## config.mk

```make
export PLATFORM = sky130hd
export DESIGN_NAME = hazard_ctrl
export DESIGN_NICKNAME = d
export VERILOG_FILES = /design/src/rtl/hazard_ctrl.sv
export SDC_FILE = /design/constraint.sdc
export NUM_CORES = 1
export LEC_CHECK = 0
export ABC_AREA = 1
export ABC_CLOCK_PERIOD_IN_PS = 2900
export CAP_MARGIN = 20
export CORE_MARGIN = 2
export CORE_UTILIZATION = 40
export CTS_CLUSTER_DIAMETER = 60
export DETAILED_ROUTE_END_ITERATION = 10
export DONT_BUFFER_PORTS = 1
export GPL_TIMING_DRIVEN = 0
export SYNTH_ARGS = -nofsm -noshare
export SYNTH_HDL_FRONTEND = slang
export SYNTH_SLANG_ARGS = --single-unit
```

## constraint.sdc

```tcl
create_clock -name clk -period 2.9 [get_ports clk]
set_input_delay 0.29 -clock clk [delete_from_list [all_inputs] [get_ports clk]]
set_output_delay 0.29 -clock clk [all_outputs]
set_load 0.05 [all_outputs]
```

## src/rtl/hazard_ctrl.sv

```systemverilog
// Pipeline hazard controller: load-use bubbles, EX redirects, data-memory wait stalls,
// memory-timeout watchdog and stall/flush performance counters. Outputs are Mealy, zero in reset.
module hazard_ctrl #(
   parameter int LOAD_LAT    = 1,
   parameter int MEM_TIMEOUT = 1024
) (
   input  logic        clk,
   input  logic        rst_n,
   input  logic [4:0]  ID_rs1_add_i,
   input  logic [4:0]  ID_rs2_add_i,
   input  logic        ID_use_rs1_i,
   input  logic        ID_use_rs2_i,
   input  logic [4:0]  EX_rd_add_i,
   input  logic        EX_mem_rd_en_i,
   input  logic        EX_redirect_i,
   input  logic        MEM_req_i,
   input  logic        MEM_ready_i,
   output logic        pc_stall_o,
   output logic        ifid_stall_o,
   output logic        ifid_flush_o,
   output logic        idex_stall_o,
   output logic        idex_flush_o,
   output logic        exmem_stall_o,
   output logic        err_o,
   output logic [31:0] stall_cnt_o,
   output logic [31:0] flush_cnt_o
);

   typedef enum logic {RUN, LU_STALL} state_t;

   localparam logic [3:0]  LU_INIT = 4'(LOAD_LAT - 1);
   localparam logic [15:0] TIMEOUT = 16'(MEM_TIMEOUT);

   state_t      state_q, state_d;
   logic [3:0]  lu_cnt_q, lu_cnt_d;
   logic [15:0] wait_cnt_q, wait_cnt_d;
   logic        err_q, err_d;
   logic [31:0] stall_cnt_q, stall_cnt_d;
   logic [31:0] flush_cnt_q, flush_cnt_d;

   logic mstall, lu;
   logic pc_stall, ifid_stall, ifid_flush, idex_stall, idex_flush, exmem_stall;

   assign mstall = MEM_req_i & ~MEM_ready_i;
   assign lu     = EX_mem_rd_en_i & (EX_rd_add_i != 5'd0) &
                   ((ID_use_rs1_i & (ID_rs1_add_i == EX_rd_add_i)) |
                    (ID_use_rs2_i & (ID_rs2_add_i == EX_rd_add_i)));

   always_comb begin
      pc_stall    = 1'b0;
      ifid_stall  = 1'b0;
      ifid_flush  = 1'b0;
      idex_stall  = 1'b0;
      idex_flush  = 1'b0;
      exmem_stall = 1'b0;
      state_d     = state_q;
      lu_cnt_d    = lu_cnt_q;
      flush_cnt_d = flush_cnt_q;

      if (mstall) begin
         // Whole pipe freezes; EX inputs hold so pending events re-evaluate afterwards.
         pc_stall    = 1'b1;
         ifid_stall  = 1'b1;
         idex_stall  = 1'b1;
         exmem_stall = 1'b1;
      end else if (EX_redirect_i) begin
         ifid_flush  = 1'b1;
         idex_flush  = 1'b1;
         flush_cnt_d = flush_cnt_q + 32'd1;
         state_d     = RUN;
         lu_cnt_d    = 4'd0;
      end else if (state_q == LU_STALL) begin
         pc_stall   = 1'b1;
         ifid_stall = 1'b1;
         idex_flush = 1'b1;
         lu_cnt_d   = lu_cnt_q - 4'd1;
         if (lu_cnt_q == 4'd1) state_d = RUN;
      end else if (lu) begin
         pc_stall   = 1'b1;
         ifid_stall = 1'b1;
         idex_flush = 1'b1;
         if (LOAD_LAT > 1) begin
            state_d  = LU_STALL;
            lu_cnt_d = LU_INIT;
         end
      end
   end

   always_comb begin
      wait_cnt_d = 16'd0;
      if (mstall) wait_cnt_d = (wait_cnt_q == 16'hFFFF) ? wait_cnt_q : wait_cnt_q + 16'd1;
      err_d       = err_q | (mstall & (wait_cnt_d == TIMEOUT));
      stall_cnt_d = stall_cnt_q + {31'd0, pc_stall};
   end

   always_ff @(posedge clk or negedge rst_n) begin
      if (!rst_n) begin
         state_q     <= RUN;
         lu_cnt_q    <= 4'd0;
         wait_cnt_q  <= 16'd0;
         err_q       <= 1'b0;
         stall_cnt_q <= 32'd0;
         flush_cnt_q <= 32'd0;
      end else begin
         state_q     <= state_d;
         lu_cnt_q    <= lu_cnt_d;
         wait_cnt_q  <= wait_cnt_d;
         err_q       <= err_d;
         stall_cnt_q <= stall_cnt_d;
         flush_cnt_q <= flush_cnt_d;
      end
   end

   // Gate with rst_n so the Mealy controls are quiet while reset is held.
   assign pc_stall_o    = rst_n & pc_stall;
   assign ifid_stall_o  = rst_n & ifid_stall;
   assign ifid_flush_o  = rst_n & ifid_flush;
   assign idex_stall_o  = rst_n & idex_stall;
   assign idex_flush_o  = rst_n & idex_flush;
   assign exmem_stall_o = rst_n & exmem_stall;
   assign err_o         = err_q;
   assign stall_cnt_o   = stall_cnt_q;
   assign flush_cnt_o   = flush_cnt_q;

endmodule

```

==> results.sh, run 1 <==
export IMPL_ir_worst_vdd_v=0.000305
export IMPL_cap_viol_max_count=0
export IMPL_required_ns=3.10
export IMPL_fin_cells=756
export IMPL_first_global_vias=3831
export IMPL_layout_cells_most_common="nand2_1"
export IMPL_tns_ns=0
export IMPL_die_area_um2=12900
export IMPL_vias=3739
export IMPL_fmaxAchievable_mhz=397
export IMPL_cpMaxStageDelayCell="nor2_2"
export IMPL_syn_avg_cell_area_um2=8.13
export IMPL_synth_largest_area_cell="dfrtp_1"
export IMPL_yosys_register_bits=86
export IMPL_gp_congestion=0.915
export IMPL_worst_setup_path_start_kind="input port"
export IMPL_fin_util_pct=44.7
export IMPL_synth_seq_area_share_pct=44.8
export IMPL_power_leakage_nw=2.55
export IMPL_setup_slack_ns=0.378
export IMPL_period_share_pct=86.9
export IMPL_synth_top_family_by_area="simple AND/OR/NAND/NOR gates"
export IMPL_finalInstanceArea_um2=5300
export IMPL_grt_util_all_layers_pct=17.0
export IMPL_dr_pass1_iters=4
export IMPL_status="finished clean"
export IMPL_clock_latency_ns=0.34
export IMPL_die_h_um=114
export IMPL_cts_buffers=9
export IMPL_worstSetupEndpointType="flop"
export IMPL_crit_chain="inv_1 > nand2_1 > o21ai_0 > a21oi_1 > nand4_1 > nand2_1 > nand2_1 > nand3_1 > nand2_1 > inv_1 > ha_1 > ha_1 > nand3_1 > nor2_2 > nand4_1 > nor2_2 > nand3_2 > nor2_4 > nand2_1 > xnor2_1"
export IMPL_finalSetupViolCount=0
export IMPL_muxShareOfSynthArea_pct=0
export IMPL_io_pins=94
export IMPL_syn2layout_area_growth_pct=10.4
export IMPL_synth_area_top_cells="dfrtp_1, nand2_1, xor2_1, inv_1, xnor2_1"
export IMPL_dp_cells=739
export IMPL_worstSetupPathType="in -> reg"
export IMPL_hold_class="in -> reg"
export IMPL_hpwl_mm=7.55
export IMPL_drive_above_1_share_pct=11.0
export IMPL_syn_num_nets=620
export IMPL_io_buffers=0
export IMPL_synth_warnings=0
export IMPL_cpMostUsedCell="nand2_1"
export IMPL_viasPerCell=4.95
export IMPL_cts_tree="yes"
export IMPL_cp_max_fo=5
export IMPL_hold_path_startpoint="EX_redirect_i"
export IMPL_placed_cell_area_um2=4990
export IMPL_synth_flop_cell="dfrtp_1"
export IMPL_antenna_left=0
export IMPL_syn_cell_area_um2=4800
export IMPL_synthSimpleGateAreaFrac_pct=31.4
export IMPL_hold_viol_final=0
export IMPL_worst_r2r_startpoint="stall_cnt_o[0]"
export IMPL_finalPower_mw=3.03
export IMPL_synth_edff_count=0
export IMPL_reg2reg_depth=10
export IMPL_grt_antenna_before_repair=0
export IMPL_path_buf_inv=2
export IMPL_synth_compound_area_share_pct=3.91
export IMPL_multi_input_area_um2=2320
export IMPL_fillCellCount=1158
export IMPL_grt_overflow=0
export IMPL_report_final_slew_viol_count=0
export IMPL_cts_max_level=3
export IMPL_synth_fa_ha_area_share_pct=1.56
export IMPL_synthArstFlopShare_pct=100
export IMPL_grt_pass1_wl_mm=17.9
export IMPL_core_area_um2=11900
export IMPL_cts_sinks=86
export IMPL_drt_wl_total_mm=10.2
export IMPL_max_slew_margin_pct=37.5
export IMPL_synth_cell_types=37
export IMPL_std_cell_rows=40
export IMPL_netlist_area_leader_share_pct=44.8
export IMPL_cts_resized=0
export IMPL_critical_path_top_delay_family="simple AND/OR/NAND/NOR gates"
export IMPL_grt_max_degree=87
export IMPL_fp_dieW_um=114
export IMPL_postSynthCellCount=591
export IMPL_rsz0062_at_grt="false"
export IMPL_holdWs_ns=0.142
export IMPL_reg2reg_to="stall_cnt_o[24]"
export IMPL_seq_area_um2=2150
export IMPL_path_clk_slew_ns=0.06
export IMPL_post_place_ws_ns=-0.169
export IMPL_hold_end="lu_cnt_q[1]"
export IMPL_wire_per_inst_um=13.5
export IMPL_mostFrequentLayoutCells="nand2_1, dfrtp_1, inv_1"
export IMPL_drc_errors=0
export IMPL_reg2reg_slack_ns=0.42
export IMPL_initial_core_util_pct=40.5
export IMPL_synth_xor_area_share_pct=11.3
export IMPL_cp_slowest_stage_delay_ns=0.24
export IMPL_clock_path_buffers=2
export IMPL_fin_nets=633
export IMPL_min_path_cells=3
export IMPL_drt_iter0_drc=143
export IMPL_powerDensity_nw_per_um2=572
export IMPL_antenna_cells=0
export IMPL_finClkSkew_ns=0.00977
export IMPL_cts_root_buf="clkbuf_16"
export IMPL_tightestPinTransition_ns=0.934
export IMPL_crit_arrival_ns=2.72
export IMPL_final_min_clock_period_ns=2.52
export IMPL_worstSetupStartpoint="EX_rd_add_i[1]"
[sequential cells by signal, summed over array words and instances, names as in the netlist]
register / count
wait_cnt_q: 16
lu_cnt_q: 4
state_q: 1
flush_cnt_o: 32
stall_cnt_o: 32
err_o: 1
[layout make-up]
class / count / share of cell area [%]
Multi-Input combinational cell: 418 / 43.7
Timing Repair Buffer: 3 / 0.849
Clock buffer: 10 / 4.51
Buffer: 4 / 0.425
Clock inverter: 6 / 0.684
Inverter: 82 / 5.80
Sequential cell: 86 / 40.6
Tap cell: 147 / 3.47
[layer usage]
metal / track usage [%] / part of all wire [%]
met5: 0 / 0
met4: 6.59 / 1.9
met2: 27.7 / 46
met3: 5.05 / 6.5
met1: 21.4 / 45
[what timing repair did]
item | CTS | global route
hold buffers | 2 | 0
endpoints found under the setup margin | 0 | 4
endpoints found under the hold margin | 86 | 0
buffers inserted | 0 | 0
[synthesized netlist by cell type, types with 2 or more instances]
cell and number:
nor3_1 10, o21ai_1 3, inv_1 73, o21ai_0 13, nand3_2 4, ha_1 6
inv_2 7, nor2_1 67, xnor2_1 29, xor2_1 33, clkinv_1 2, nand2_1 140
a21oi_1 11, nor2_4 8, nand3_1 37, nor2_2 13, o22ai_1 2, dfrtp_1 86
buf_4 2, nand4_1 17, nand2_4 3, nand2_2 6, nor3_2 3, clkbuf_1 3
[worst register-to-register path, cell delays in order, from the launching register on]
cell     delay (ns)
dfrtp_1        0.64
ha_1           0.27
ha_1           0.19
nand3_1        0.14
nor2_2         0.18
nand4_1        0.17
nor2_2         0.24
nand3_2        0.13
nor2_4         0.18
nand2_1        0.08
xnor2_1        0.13
[power by group]
part	internal, mW	total [mW]	switching, mW
Clock	0.601	1.08	0.476
Sequential	1.28	1.71	0.433
Combinational	0.0949	0.241	0.146
[cell families (layout without fill, tap and decap cells)]
group                      count (synthesis)  in the layout
AOI/OAI and AO/OA                         34             34
xor gates and xnor gates                  62             62
adders and majority gates                  6              6
buffers and inverters                     87            105
DFF                                       86             86
and+or+nand+nor                          316            316
[worst max-delay path by stage]
stage | endpoint | slack (ns) | cells after the start
after CTS | stall_cnt_o[24] | 0.19 | 16
final | stall_cnt_o[24] | 0.38 | 20
after floorplan | stall_cnt_o[22] | 0.45 | 20
after global routing | stall_cnt_o[24] | 0.06 | 19
after global placement | stall_cnt_o[22] | -0.06 | 16
after detailed placement | stall_cnt_o[24] | -0.17 | 16
No activity file was read; power rests on OpenSTA's default activity.
==> run 2, diff against run 1 <==
--- a/config.mk
+++ b/config.mk
@@ -10,10 +10,13 @@
 export CAP_MARGIN = 20
 export CORE_MARGIN = 2
 export CORE_UTILIZATION = 40
+export CTS_BUF_LIST = sky130_fd_sc_hd__clkbuf_16
 export CTS_CLUSTER_DIAMETER = 60
 export DETAILED_ROUTE_END_ITERATION = 10
 export DONT_BUFFER_PORTS = 1
 export GPL_TIMING_DRIVEN = 0
+export SETUP_SLACK_MARGIN = 0.05
+export SLEW_MARGIN = 20
 export SYNTH_ARGS = -nofsm -noshare
 export SYNTH_HDL_FRONTEND = slang
 export SYNTH_SLANG_ARGS = --single-unit
==> run 2 against run 1 <==
Effect of this change: setup slack got worse by 0.033 ns; count of clock-buffer cells in the layout fell by 1; fmax fell by 1.3%; sequential power is essentially flat; final cell count fell by 0.13%; die area did not move; design area fell by 0.26%.
==> results.sh, run 2 (synthesis gave the netlist of run 1 again) <==
export IMPL_switchingPower_mw=1.04
export IMPL_finalInstanceArea_um2=5290
export IMPL_pwr_share_seq_pct=57.5
export IMPL_top_usage_layer="met2"
export IMPL_cts_tree="yes"
export IMPL_use_met2_pct=28.8
export IMPL_cts_root_buf="clkbuf_16"
export IMPL_grt_overflow=0
export IMPL_fin_cells=755
export IMPL_grt_util_all_layers_pct=17.3
export IMPL_worst_setup_path_start_kind="input port"
export IMPL_viasPerCell=4.95
export IMPL_power_internal_mw=1.94
export IMPL_holdWs_ns=0.150
export IMPL_worst_r2r_startpoint="stall_cnt_o[0]"
export IMPL_drt_wl_total_mm=10.2
export IMPL_io_buffers=0
export IMPL_fin_util_pct=44.6
export IMPL_finClkSkew_ns=0.00789
export IMPL_clock_latency_ns=0.34
export IMPL_crit_arrival_ns=2.75
export IMPL_crit_path_end="stall_cnt_o[24]"
export IMPL_powerDensity_nw_per_um2=564
export IMPL_fmaxAchievable_mhz=391
export IMPL_pwr_share_clk_pct=34.3
export IMPL_clock_path_buffers=2
export IMPL_vias=3734
export IMPL_drt_iter0_drc=147
export IMPL_drive_above_1_share_pct=10.2
export IMPL_hold_path_startpoint="EX_redirect_i"
export IMPL_use_met1_pct=21.3
export IMPL_reg2reg_slack_ns=0.42
export IMPL_ir_worst_vdd_v=0.000411
export IMPL_finalSetupViolCount=0
export IMPL_cap_viol_max_count=0
export IMPL_reg2reg_to="stall_cnt_o[24]"
export IMPL_tightestPinTransition_ns=0.922
export IMPL_grt_antenna_before_repair=0
export IMPL_die_area_um2=12900
export IMPL_fin_nets=632
export IMPL_hold_viol_final=0
export IMPL_grtUsageMet3_pct=5.42
export IMPL_fp_dieW_um=114
export IMPL_period_share_pct=88.1
export IMPL_syn2layout_area_growth_pct=10.1
export IMPL_reg2reg_depth=10
export IMPL_cp_max_fo=5
export IMPL_p_sw_share_pct=34.8
export IMPL_report_final_slew_viol_count=0
export IMPL_first_global_vias=3813
export IMPL_layout_cells_most_common="nand2_1"
export IMPL_mostFrequentLayoutCells="nand2_1, dfrtp_1, inv_1"
export IMPL_grt_pass1_wl_mm=18.0
export IMPL_hpwl_mm=7.60
export IMPL_worstSetupEndpointType="flop"
export IMPL_cts_buffers=9
export IMPL_status="finished clean"
export IMPL_worstSetupStartpoint="EX_rd_add_i[1]"
export IMPL_power_leakage_nw=2.55
export IMPL_cts_max_level=3
export IMPL_max_slew_margin_pct=38.3
export IMPL_final_min_clock_period_ns=2.55
export IMPL_cts_sinks=86
export IMPL_antenna_left=0
export IMPL_io_pins=94
export IMPL_wire_per_inst_um=13.6
export IMPL_required_ns=3.09
export IMPL_post_cts_setup_buffers=0
export IMPL_p_comb_share_pct=8.2
export IMPL_worstSetupPathType="in -> reg"
export IMPL_die_h_um=114
export IMPL_std_cell_rows=40
export IMPL_path_clk_slew_ns=0.06
export IMPL_drc_errors=0
export IMPL_grt_max_degree=87
export IMPL_hold_class="in -> reg"
export IMPL_dr_pass1_iters=4
export IMPL_gp_congestion=0.915
export IMPL_initial_core_util_pct=40.5
export IMPL_antenna_cells=0
export IMPL_dp_cells=738
export IMPL_core_area_um2=11900
export IMPL_placed_cell_area_um2=4990
export IMPL_rsz0062_at_grt="false"
-- run 2: cell count changes in the layout (fill, tap and decap cells not counted), sizes merged --
| cell | previous run | this run |
|---|---|---|
| clkinvlp | 1 | 0 |
| clkinv | 6 | 5 |
| inv | 81 | 84 |
| clkbuf | 12 | 11 |
| buf | 4 | 3 |
-- run 2: area by class of cell --
cell class              count  area, um^2
flip-flops and latches     86        2150
well taps                 147         184
clock buffers               9         225
clock inverters             7        32.5
plain buffers               4        22.5
repair buffers              2        37.5
multi-input cells         418        2330
inverters                  82         308
fillers                  1182        6570
-- run 2: how the worst min path moves through the flow --
stage,to,depth (start not counted),slack (ns)
6_report,lu_cnt_q[1],3,0.15
5_1_grt,lu_cnt_q[1],3,0.16
4_1_cts,lu_cnt_q[1],3,0.14
3_5_place_dp,wait_cnt_q[10],0,-0.003
3_3_place_gp,wait_cnt_q[10],0,-0.003
2_1_floorplan,err_o,0,-0.006
-- run 2: power by group through the flow --
| stage | Clock (mW) | Sequential [mW] | Combinational, mW |
|---|---|---|---|
| finish | 1.02 | 1.71 | 0.244 |
| global route | 1.12 | 1.73 | 0.284 |
| CTS | 1.07 | 1.72 | 0.251 |
| detailed placement | 0 | 1.74 | 0.219 |
| global placement | 0 | 1.74 | 0.205 |
| floorplan | 0 | 1.70 | 0.183 |
-- run 2: critical path: stages --
cell and delay (ns):
inv_1 0.05, nand2_1 0.06, o21ai_0 0.07, a21oi_1 0.12, nand4_1 0.10, nand2_1 0.08
nand2_1 0.10, nand3_1 0.14, nand2_1 0.09, inv_1 0.06, ha_1 0.17, ha_1 0.19
nand3_1 0.14, nor2_2 0.18, nand4_1 0.20, nor2_4 0.20, nand3_2 0.11, nor2_4 0.18
nand2_1 0.08, xnor2_1 0.13
-- run 2: what timing repair did --
item | 4_1_cts | 5_1_grt
gates resized for setup | 0 | 1
hold buffers | 2 | 0
endpoints found under the setup margin | 0 | 7
endpoints found under the hold margin | 86 | 0
-- run 2: layer usage --
metal	routed length, um	share of wire [%]
met1	4560	44
met2	4930	48
met3	635	6.2
met4	123	1.2
met5	0	0
-- run 2: per-stage QoR --
step / TNS (ns) / power, mW / worst slack, ns
global placement: -0.176 / 1.94 / -0.0622
detailed placement: -0.597 / 1.96 / -0.153
CTS: 0 / 3.04 / 0.204
finish: 0 / 2.98 / 0.345
global route: 0 / 3.14 / 0.0566
floorplan: 0 / 1.89 / 0.452
